$ cat src/rtl/jtbubl_vtimer_gen.sv
// Video timing generator: H/V pixel counters with decoded blanking, sync,
// render-ahead line numbers, delayed blanking and a line interrupt.
module jtbubl_vtimer_gen #(
   parameter int W          = 9,
   parameter int HCNT_START = 0,
   parameter int HCNT_END   = 383,
   parameter int VCNT_START = 0,
   parameter int VCNT_END   = 263,
   parameter int HB_START   = 255,
   parameter int HB_END     = 383,
   parameter int HS_START   = 288,
   parameter int HS_END     = 319,
   parameter int VB_START   = 223,
   parameter int VB_END     = 263,
   parameter int VS_START   = 232,
   parameter int VS_END     = 235,
   parameter int AHEAD      = 1,
   parameter int DLY        = 4,
   parameter int IRQ_LINE   = 240
) (
   input  logic         clk,
   input  logic         rst,
   input  logic         pxl_cen,
   input  logic         flip,
   input  logic         irq_ack,
   output logic [W-1:0] hdump,
   output logic [W-1:0] vdump,
   output logic [W-1:0] vrender,
   output logic [W-1:0] vrender1,
   output logic         Hinit,
   output logic         Vinit,
   output logic         LHBL,
   output logic         LVBL,
   output logic         LHBL_dly,
   output logic         LVBL_dly,
   output logic         HS,
   output logic         VS,
   output logic         flip_q,
   output logic         irq_n
);

   localparam logic [W-1:0] L_HCS   = (W)'(HCNT_START);
   localparam logic [W-1:0] L_HCE   = (W)'(HCNT_END);
   localparam logic [W-1:0] L_VCS   = (W)'(VCNT_START);
   localparam logic [W-1:0] L_VCE   = (W)'(VCNT_END);
   localparam logic [W-1:0] L_HBS   = (W)'(HB_START);
   localparam logic [W-1:0] L_HBE   = (W)'(HB_END);
   localparam logic [W-1:0] L_HSS   = (W)'(HS_START);
   localparam logic [W-1:0] L_HSE   = (W)'(HS_END);
   localparam logic [W-1:0] L_VBS   = (W)'(VB_START);
   localparam logic [W-1:0] L_VBE   = (W)'(VB_END);
   localparam logic [W-1:0] L_VSS   = (W)'(VS_START);
   localparam logic [W-1:0] L_VSE   = (W)'(VS_END);
   localparam logic [W-1:0] L_IRQ   = (W)'(IRQ_LINE);
   localparam logic [W-1:0] L_ONE   = (W)'(1);
   localparam logic [W-1:0] L_FMASK = (W)'(255);
   localparam logic [W:0]   L_VSPAN = (W+1)'(VCNT_END - VCNT_START + 1);
   localparam logic [W:0]   L_AHEAD = (W+1)'(AHEAD);
   localparam logic [W:0]   L_WONE  = (W+1)'(1);

   logic [W-1:0] r_h;
   logic [W-1:0] r_v;

   logic         w_hWrap;
   logic         w_vWrap;
   logic [W-1:0] w_hNext;
   logic [W-1:0] w_vNext;
   logic         w_hInit;
   logic         w_vInit;
   logic         w_flipNext;
   logic [W-1:0] w_vRaw;
   logic [W-1:0] w_vRaw1;
   logic [W-1:0] w_flipMask;
   logic         w_irqSet;

   // Inclusive window test; a start above the end means the window wraps
   // through the counter end.
   function automatic logic inWin(input logic [W-1:0] x,
                                  input logic [W-1:0] a,
                                  input logic [W-1:0] b);
      if (a <= b) return (x >= a) && (x <= b);
      return (x >= a) || (x <= b);
   endfunction

   // Folds a line number that ran past the last line back into the V range;
   // the lead is small, so one subtraction is always enough.
   function automatic logic [W-1:0] wrapV(input logic [W:0] s);
      logic [W:0] t;
      t = (s > {1'b0, L_VCE}) ? s - L_VSPAN : s;
      return t[W-1:0];
   endfunction

   assign hdump = r_h;
   assign vdump = r_v;

   // Next counter values and everything decoded from them, so registered
   // outputs line up with the counters on the same strobe.
   always_comb begin
      w_hWrap    = (r_h == L_HCE);
      w_vWrap    = (r_v == L_VCE);
      w_hNext    = w_hWrap ? L_HCS : r_h + L_ONE;
      w_vNext    = r_v;
      if (w_hWrap) w_vNext = w_vWrap ? L_VCS : r_v + L_ONE;
      w_hInit    = (w_hNext == L_HCS);
      w_vInit    = w_hInit && (w_vNext == L_VCS);
      w_flipNext = w_vInit ? flip : flip_q;
      w_vRaw     = wrapV({1'b0, w_vNext} + L_AHEAD);
      w_vRaw1    = wrapV({1'b0, w_vRaw} + L_WONE);
      w_flipMask = w_flipNext ? L_FMASK : '0;
      w_irqSet   = pxl_cen && w_hInit && (w_vNext == L_IRQ);
   end

   // Counters and decoded video signals, all advancing on the pixel strobe.
   // Flip is only taken at the frame start so a frame never tears.
   always_ff @(posedge clk) begin
      if (rst) begin
         r_h      <= L_HCS;
         r_v      <= L_VCS;
         Hinit    <= 1'b0;
         Vinit    <= 1'b0;
         LHBL     <= 1'b0;
         LVBL     <= 1'b0;
         HS       <= 1'b0;
         VS       <= 1'b0;
         flip_q   <= 1'b0;
         vrender  <= '0;
         vrender1 <= '0;
      end else if (pxl_cen) begin
         r_h      <= w_hNext;
         r_v      <= w_vNext;
         Hinit    <= w_hInit;
         Vinit    <= w_vInit;
         LHBL     <= ~inWin(w_hNext, L_HBS, L_HBE);
         LVBL     <= ~inWin(w_vNext, L_VBS, L_VBE);
         HS       <= inWin(w_hNext, L_HSS, L_HSE);
         if (w_hWrap) VS <= inWin(w_vNext, L_VSS, L_VSE);
         flip_q   <= w_flipNext;
         vrender  <= w_vRaw ^ w_flipMask;
         vrender1 <= w_vRaw1 ^ w_flipMask;
      end
   end

   // Line interrupt: a new set beats a simultaneous acknowledge, and the
   // acknowledge itself is not tied to the pixel strobe.
   always_ff @(posedge clk) begin
      if (rst)           irq_n <= 1'b1;
      else if (w_irqSet) irq_n <= 1'b0;
      else if (irq_ack)  irq_n <= 1'b1;
   end

   generate
      if (DLY == 0) begin : g_noDly
         assign LHBL_dly = LHBL;
         assign LVBL_dly = LVBL;
      end else begin : g_dly
         logic [DLY-1:0] r_hDly;
         logic [DLY-1:0] r_vDly;

         // Blanking history shifted once per strobe; the tap at the far end
         // lags the live blanking by exactly DLY strobes.
         always_ff @(posedge clk) begin
            if (rst) begin
               r_hDly <= '0;
               r_vDly <= '0;
            end else if (pxl_cen) begin
               r_hDly[0] <= LHBL;
               r_vDly[0] <= LVBL;
               for (int i = 1; i < DLY; i++) begin
                  r_hDly[i] <= r_hDly[i-1];
                  r_vDly[i] <= r_vDly[i-1];
               end
            end
         end

         assign LHBL_dly = r_hDly[DLY-1];
         assign LVBL_dly = r_vDly[DLY-1];
      end
   endgenerate

endmodule

$ cat config.mk
export PLATFORM = sky130hd
export DESIGN_NAME = jtbubl_vtimer_gen
export DESIGN_NICKNAME = d
export VERILOG_FILES = /design/src/rtl/jtbubl_vtimer_gen.sv
export SDC_FILE = /design/constraint.sdc
export NUM_CORES = 1
export LEC_CHECK = 0
export ABC_AREA = 0
export BUFFER_PORTS_ARGS = -buffer_cell sky130_fd_sc_hd__buf_2
export CAP_MARGIN = 20
export CORE_MARGIN = 5
export CORE_UTILIZATION = 50
export DETAILED_ROUTE_END_ITERATION = 7
export GPL_ROUTABILITY_DRIVEN = 1
export GPL_TIMING_DRIVEN = 0
export PLACE_DENSITY = 0.75
export RECOVER_POWER = 100
export SYNTH_ARGS = -nofsm -noshare
export SYNTH_HDL_FRONTEND = slang
export SYNTH_SLANG_ARGS = --single-unit
$ cat constraint.sdc
create_clock -name clk -period 10.1 [get_ports clk]
set_input_delay 0.505 -clock clk [delete_from_list [all_inputs] [get_ports clk]]
set_output_delay 0.505 -clock clk [all_outputs]
set_load 0.03 [all_outputs]
# Word level (Yosys, flattened, before mapping)

Index checks and enable logic that the tools add are counted.

$add $sub $neg: 6
Magnitude comparators: 10
Eq/ne operators: 3
Muxes and demuxes: 22
Bitwise gates (word level): 4
Reduce and logical (&&, ||, !) cells: 15

Operators with widths:

| cell                   | number |
|---|---|
| $mux W9                | 5 |
| $ge A9 B8 Y1 const B   | 3 |
| $le A9 B9 Y1 const B   | 3 |
| $add A9 B1 Y10 const B | 2 |
| $gt A10 B9 Y1 const B  | 2 |
| $add A9 B1 Y9 const B  | 2 |
| $eq A9 B9 Y1 const B   | 2 |
| $logic_not A9 Y1       | 2 |
| $sub A9 B9 Y9 const B  | 2 |
| $xor A9 B8 Y9          | 2 |
| $mux W1                | 16 |
| $eq A9 B8 Y1 const B   | 1 |
| $ge A9 B9 Y1 const B   | 1 |
| $le A9 B8 Y1 const B   | 1 |
| $mux W8                | 1 |
| $logic_and A1 B1 Y1    | 7 |
| $logic_or A1 B1 Y1     | 4 |
| $not A1 Y1             | 2 |
| $reduce_and A2 Y1      | 1 |
| $reduce_bool A2 Y1     | 1 |

Register bits: 52
Bits of input ports: 5
Output and inout bits: 46
Logic and storage cells: 74

# Logic depth before layout (Yosys ltp)

Word-level depth: 10
Mapped depth: 23
Depth with buffers taken out: 21

# Least setup slack after synthesis

OpenSTA, ideal clock, no wires.

Path kind: register -> register
From: reg r_h[1], in the netlist hdump[1]
To: reg vrender1[7]
Library setup time: 0.086 ns
Data arrival time: 5.246 ns
Data required time: 10.014 ns
Path slack: 4.769 ns
Stages on the path, launching flop included: 21
Path buffers: 1
Clock period less this slack: 5.331 ns
Path through: dfxtp_1 ha_1 buf_2 nand4b_4 nor2_2 mux2i_1 inv_1 ha_1 and2_1 mux2i_1 nand3_1 a2111oi_0 a31oi_2 xnor2_1 xor2_1 ha_1 inv_1 a2111oi_2 nand2_1 xnor2_1 a211oi_1

Longest elaborated chain between the ends: 9
Elaborated cells on any way between the ends: 18
Classes of those cells: 5 x add/sub; 2 x order compare; 1 x eq/ne; 6 x mux; 1 x bitwise; 3 x reduce/logical

Ends and longest elaborated chain:

| element                                        | line | text |
|---|---|---|
| start: declaration                             | 61   | `logic [W-1:0] r_h;` |
| start signal: assignment                       | 129  | `r_h <= w_hNext;` |
| $eq A9 B9 Y1 (*)                               | 99   | `w_hWrap = (r_h == L_HCE);` |
| $mux W9 (*)                                    | 103  | `if (w_hWrap) w_vNext = w_vWrap ? L_VCS : r_v + L_ONE;` |
| net w_vNext[0]                                 | 67   | `logic [W-1:0] w_vNext;` |
| $add A9 B1 Y10                                 | 107  | `w_vRaw = wrapV({1'b0, w_vNext} + L_AHEAD);` |
| $sub A9 B9 Y9 or $gt A10 B9 Y1 (tied branches) | 89   | `t = (s > {1'b0, L_VCE}) ? s - L_VSPAN : s;` |
| $mux W9                                        | 89   |  |
| $add A9 B1 Y10                                 | 108  | `w_vRaw1 = wrapV({1'b0, w_vRaw} + L_WONE);` |
| $sub A9 B9 Y9 or $gt A10 B9 Y1 (tied branches) | 89   |  |
| $mux W9                                        | 89   |  |
| $xor A9 B8 Y9 (*)                              | 139  | `vrender1 <= w_vRaw1 ^ w_flipMask;` |
| end signal: assignment                         | 139  |  |
| end: declaration                               | 29   | `output logic [W-1:0] vrender1,` |

The timed path passes the listed nets; every way through them passes the cells marked *.
A chain may end at the register's enable or synchronous reset.

# Worst setup path after layout

Ends and elaborated chain as after synthesis.

==> results_dict.tcl <==
set metrics [dict create \
    outcome "finished clean" \
    start_util 0.508 \
    grt_pass1_vias 3588 \
    gp_congestion 0.902 \
    core-area_um2 7690 \
    final_area_um2 4270 \
    place_area_um2 4280 \
    ant_nets 0 \
    end_kind "flop" \
    fin_util 0.556 \
    post_cts_resized 0 \
    setup_viol 0 \
    synthesis.nets 492 \
    drv_cap 0 \
    synth_enable_flop_cells 0 \
    routed_wl_um 10800 \
    crit_type "flop to flop" \
    ys_types 78 \
    min_period_ps 7440 \
    die_area_um2 9690 \
    final_common_cell "nor2_1" \
    yosysSeqAreaShare 0.266 \
    syn_area_per_cell_um2 8.21 \
    final_hold_viol_count 0 \
    async_flop_share 0 \
    grt_max_degree 17 \
    drtIter0Drc 242 \
    clock_power_share 0.331 \
    rows 32 \
    synthFlopType "dfxtp_1" \
    power_frac_comb 0.170 \
    grt_overflow_total 0 \
    cp_max_fo 10 \
    drc 0 \
    tns_ps 0 \
    diodes 0 \
    dp_slack_ps 3880 \
    finalCritPeriodShare 0.737 \
    netlist_area_um2 3910 \
    fp.dieH_um 98.4 \
    worstPathArrival_ps 7660 \
    cts-hold-fix-buffers 0 \
    gr-usage-all-layers 0.222 \
    seqPwrFrac 0.500 \
    final_cells 635 \
    layout-drive-gt1-share 0.0863 \
    yosys_warnings 0 \
    root_buffer "clkbuf_8" \
    worst_pin_slew_ps 975 \
    post-dp-hpwl_um 8220 \
    rsz0062_at_grt "no" \
    p_leak_nw 1.62 \
    clockBufferDepth 2 \
    maxSlewHeadroom 0.346 \
    avgRoutedWirePerCell_um 17.1 \
    area.growth.synth_to_final_pct 9.32 \
    syn-instance-count 476 \
    numCtsBuffers 5 \
    antenna_found_initial 0 \
    io_buffers 49 \
    clk_pin_slew_worst_paths_ps 100 \
    dp_cells 627 \
    io-pin-count 51 \
    fin_nets 548 \
    die_x_um 98.4 \
    cts_max_level 2 \
    skew_ps 6.75 \
    viasPerCell 5.89 \
    clkSinkCount 52 \
    critPathLaunchType "flop" \
    sw_frac_of_total 0.293 \
    p_int_mw 0.310 \
    drv_slew 0 \
    timing.final.ws_setup_ps 2660 \
    fmax_mhz 134 \
    mostFrequentLayoutCells "65 x nor2_1, 64 x clkbuf_1, 52 x dfxtp_1" \
    synth_seq_cells 52 \
    grt_pass1_wl_um 17900 \
    dr.pass1.iters 6 \
    switchingPower_mw 0.128 \
    ir_drop_mv 0.103 \
    clock_latency_ps 310 \
    cp_data_required_time_ps 10320 \
    routed-via-count 3742 \
    power_density_nw_per_um2 103 \
    cts_tree "done" \
    hold_class "primary input to flop" \
    post_cts_buffers 0 \
]
## layer usage
metal / wire length, um / up-vias / global-route usage / part of all wire
met5: 0 / - / 0 / 0
met4: 190 / 0 / 0.0588 / 0.018
met3: 585 / 16 / 0.0354 / 0.054
met2: 5080 / 104 / 0.367 / 0.47
met1: 4990 / 1783 / 0.303 / 0.46
li1: - / 1839 / - / -
## worst max-delay path: stages (launching register included)
cell	delay, ps
dfxtp_1	470
ha_1	190
clkbuf_1	250
nand4b_1	490
nor2_1	540
clkbuf_1	480
mux2i_1	380
inv_1	180
ha_1	260
nor2b_1	150
mux2i_1	660
nand3_1	210
a2111oi_0	670
a31oi_1	280
xnor2_1	410
xor2_1	180
ha_1	160
inv_1	40
a2111oi_0	770
nand2_1	160
xnor2_1	170
a211oi_1	230
## cell usage after synthesis (all sizes together), types with 7 or more instances
cell type,instances,area share
a211oi,13,0.025
a21o,7,0.013
a21oi,18,0.023
a31oi,9,0.018
and2,10,0.016
and3,7,0.011
buf,15,0.022
clkbuf,15,0.015
dfxtp,52,0.27
ha,11,0.035
inv,14,0.013
mux2i,29,0.075
nand2,27,0.026
nand3,22,0.029
nand4,9,0.018
nor2,65,0.063
nor3,15,0.025
nor4,9,0.021
o21ai,21,0.028
xnor2,29,0.067
xor2,12,0.027
## flip-flops by register name, indices dropped and copies added, names as in the netlist
name          flops
Hinit             1
flip_q            1
Vinit             1
g_dly.r_vDly      4
irq_n             1
vrender           9
HS                1
vrender1          9
g_dly.r_hDly      4
hdump             9
LHBL              1
LVBL              1
vdump             9
VS                1
## final timing paths
| path | from | slack [ps] | depth (start not counted) | endpoint |
|---|---|---|---|---|
| max | hdump[1]$_SDFFE_PP0P_ | 2660 | 21 | vrender1[7]$_SDFFE_PP0P_ |
| min | irq_ack | 450 | 3 | irq_n$_SDFFE_PP1P_ |
| max reg2reg | hdump[1]$_SDFFE_PP0P_ | 2660 | 21 | vrender1[7]$_SDFFE_PP0P_ |
| min reg2reg | vrender1[3]$_SDFFE_PP0P_ | 470 | 2 | vrender1[3]$_SDFFE_PP0P_ |
## final cells by class
class                           count  area [um^2]
Inverter                           14         52.6
Fill cell                         774         3410
Multi-Input combinational cell    380         2620
Buffer                             30          135
Clock inverter                      3         42.5
Clock buffer                        5         68.8
Tap cell                          102          128
Sequential cell                    52         1040
Timing Repair Buffer               49          186
## power groups by stage
stage / clock, mW / combinational (mW) / sequential [mW]
6_report: 0.145 / 0.0744 / 0.219
5_1_grt: 0.158 / 0.0816 / 0.220
4_1_cts: 0.147 / 0.0777 / 0.219
3_5_place_dp: 0 / 0.0771 / 0.223
3_3_place_gp: 0 / 0.0761 / 0.223
2_1_floorplan: 0 / 0.0430 / 0.237
## stage by stage
stage	total power, mW	hold WS (ps)
2_1_floorplan	0.280	460
4_1_cts	0.443	450
5_1_grt	0.460	462
3_3_place_gp	0.299	459
3_5_place_dp	0.301	460
6_report	0.438	449
## cell families after synthesis
family / after synthesis / share of synthesized area
simple gates: 191 / 0.272
compound gates: 104 / 0.193
flops: 52 / 0.266
buf+inv: 44 / 0.0503
xor+xnor: 42 / 0.0996
mux: 32 / 0.0839
fa+ha+maj: 11 / 0.0352
Note: power is estimated with default switching activity, not from simulation.
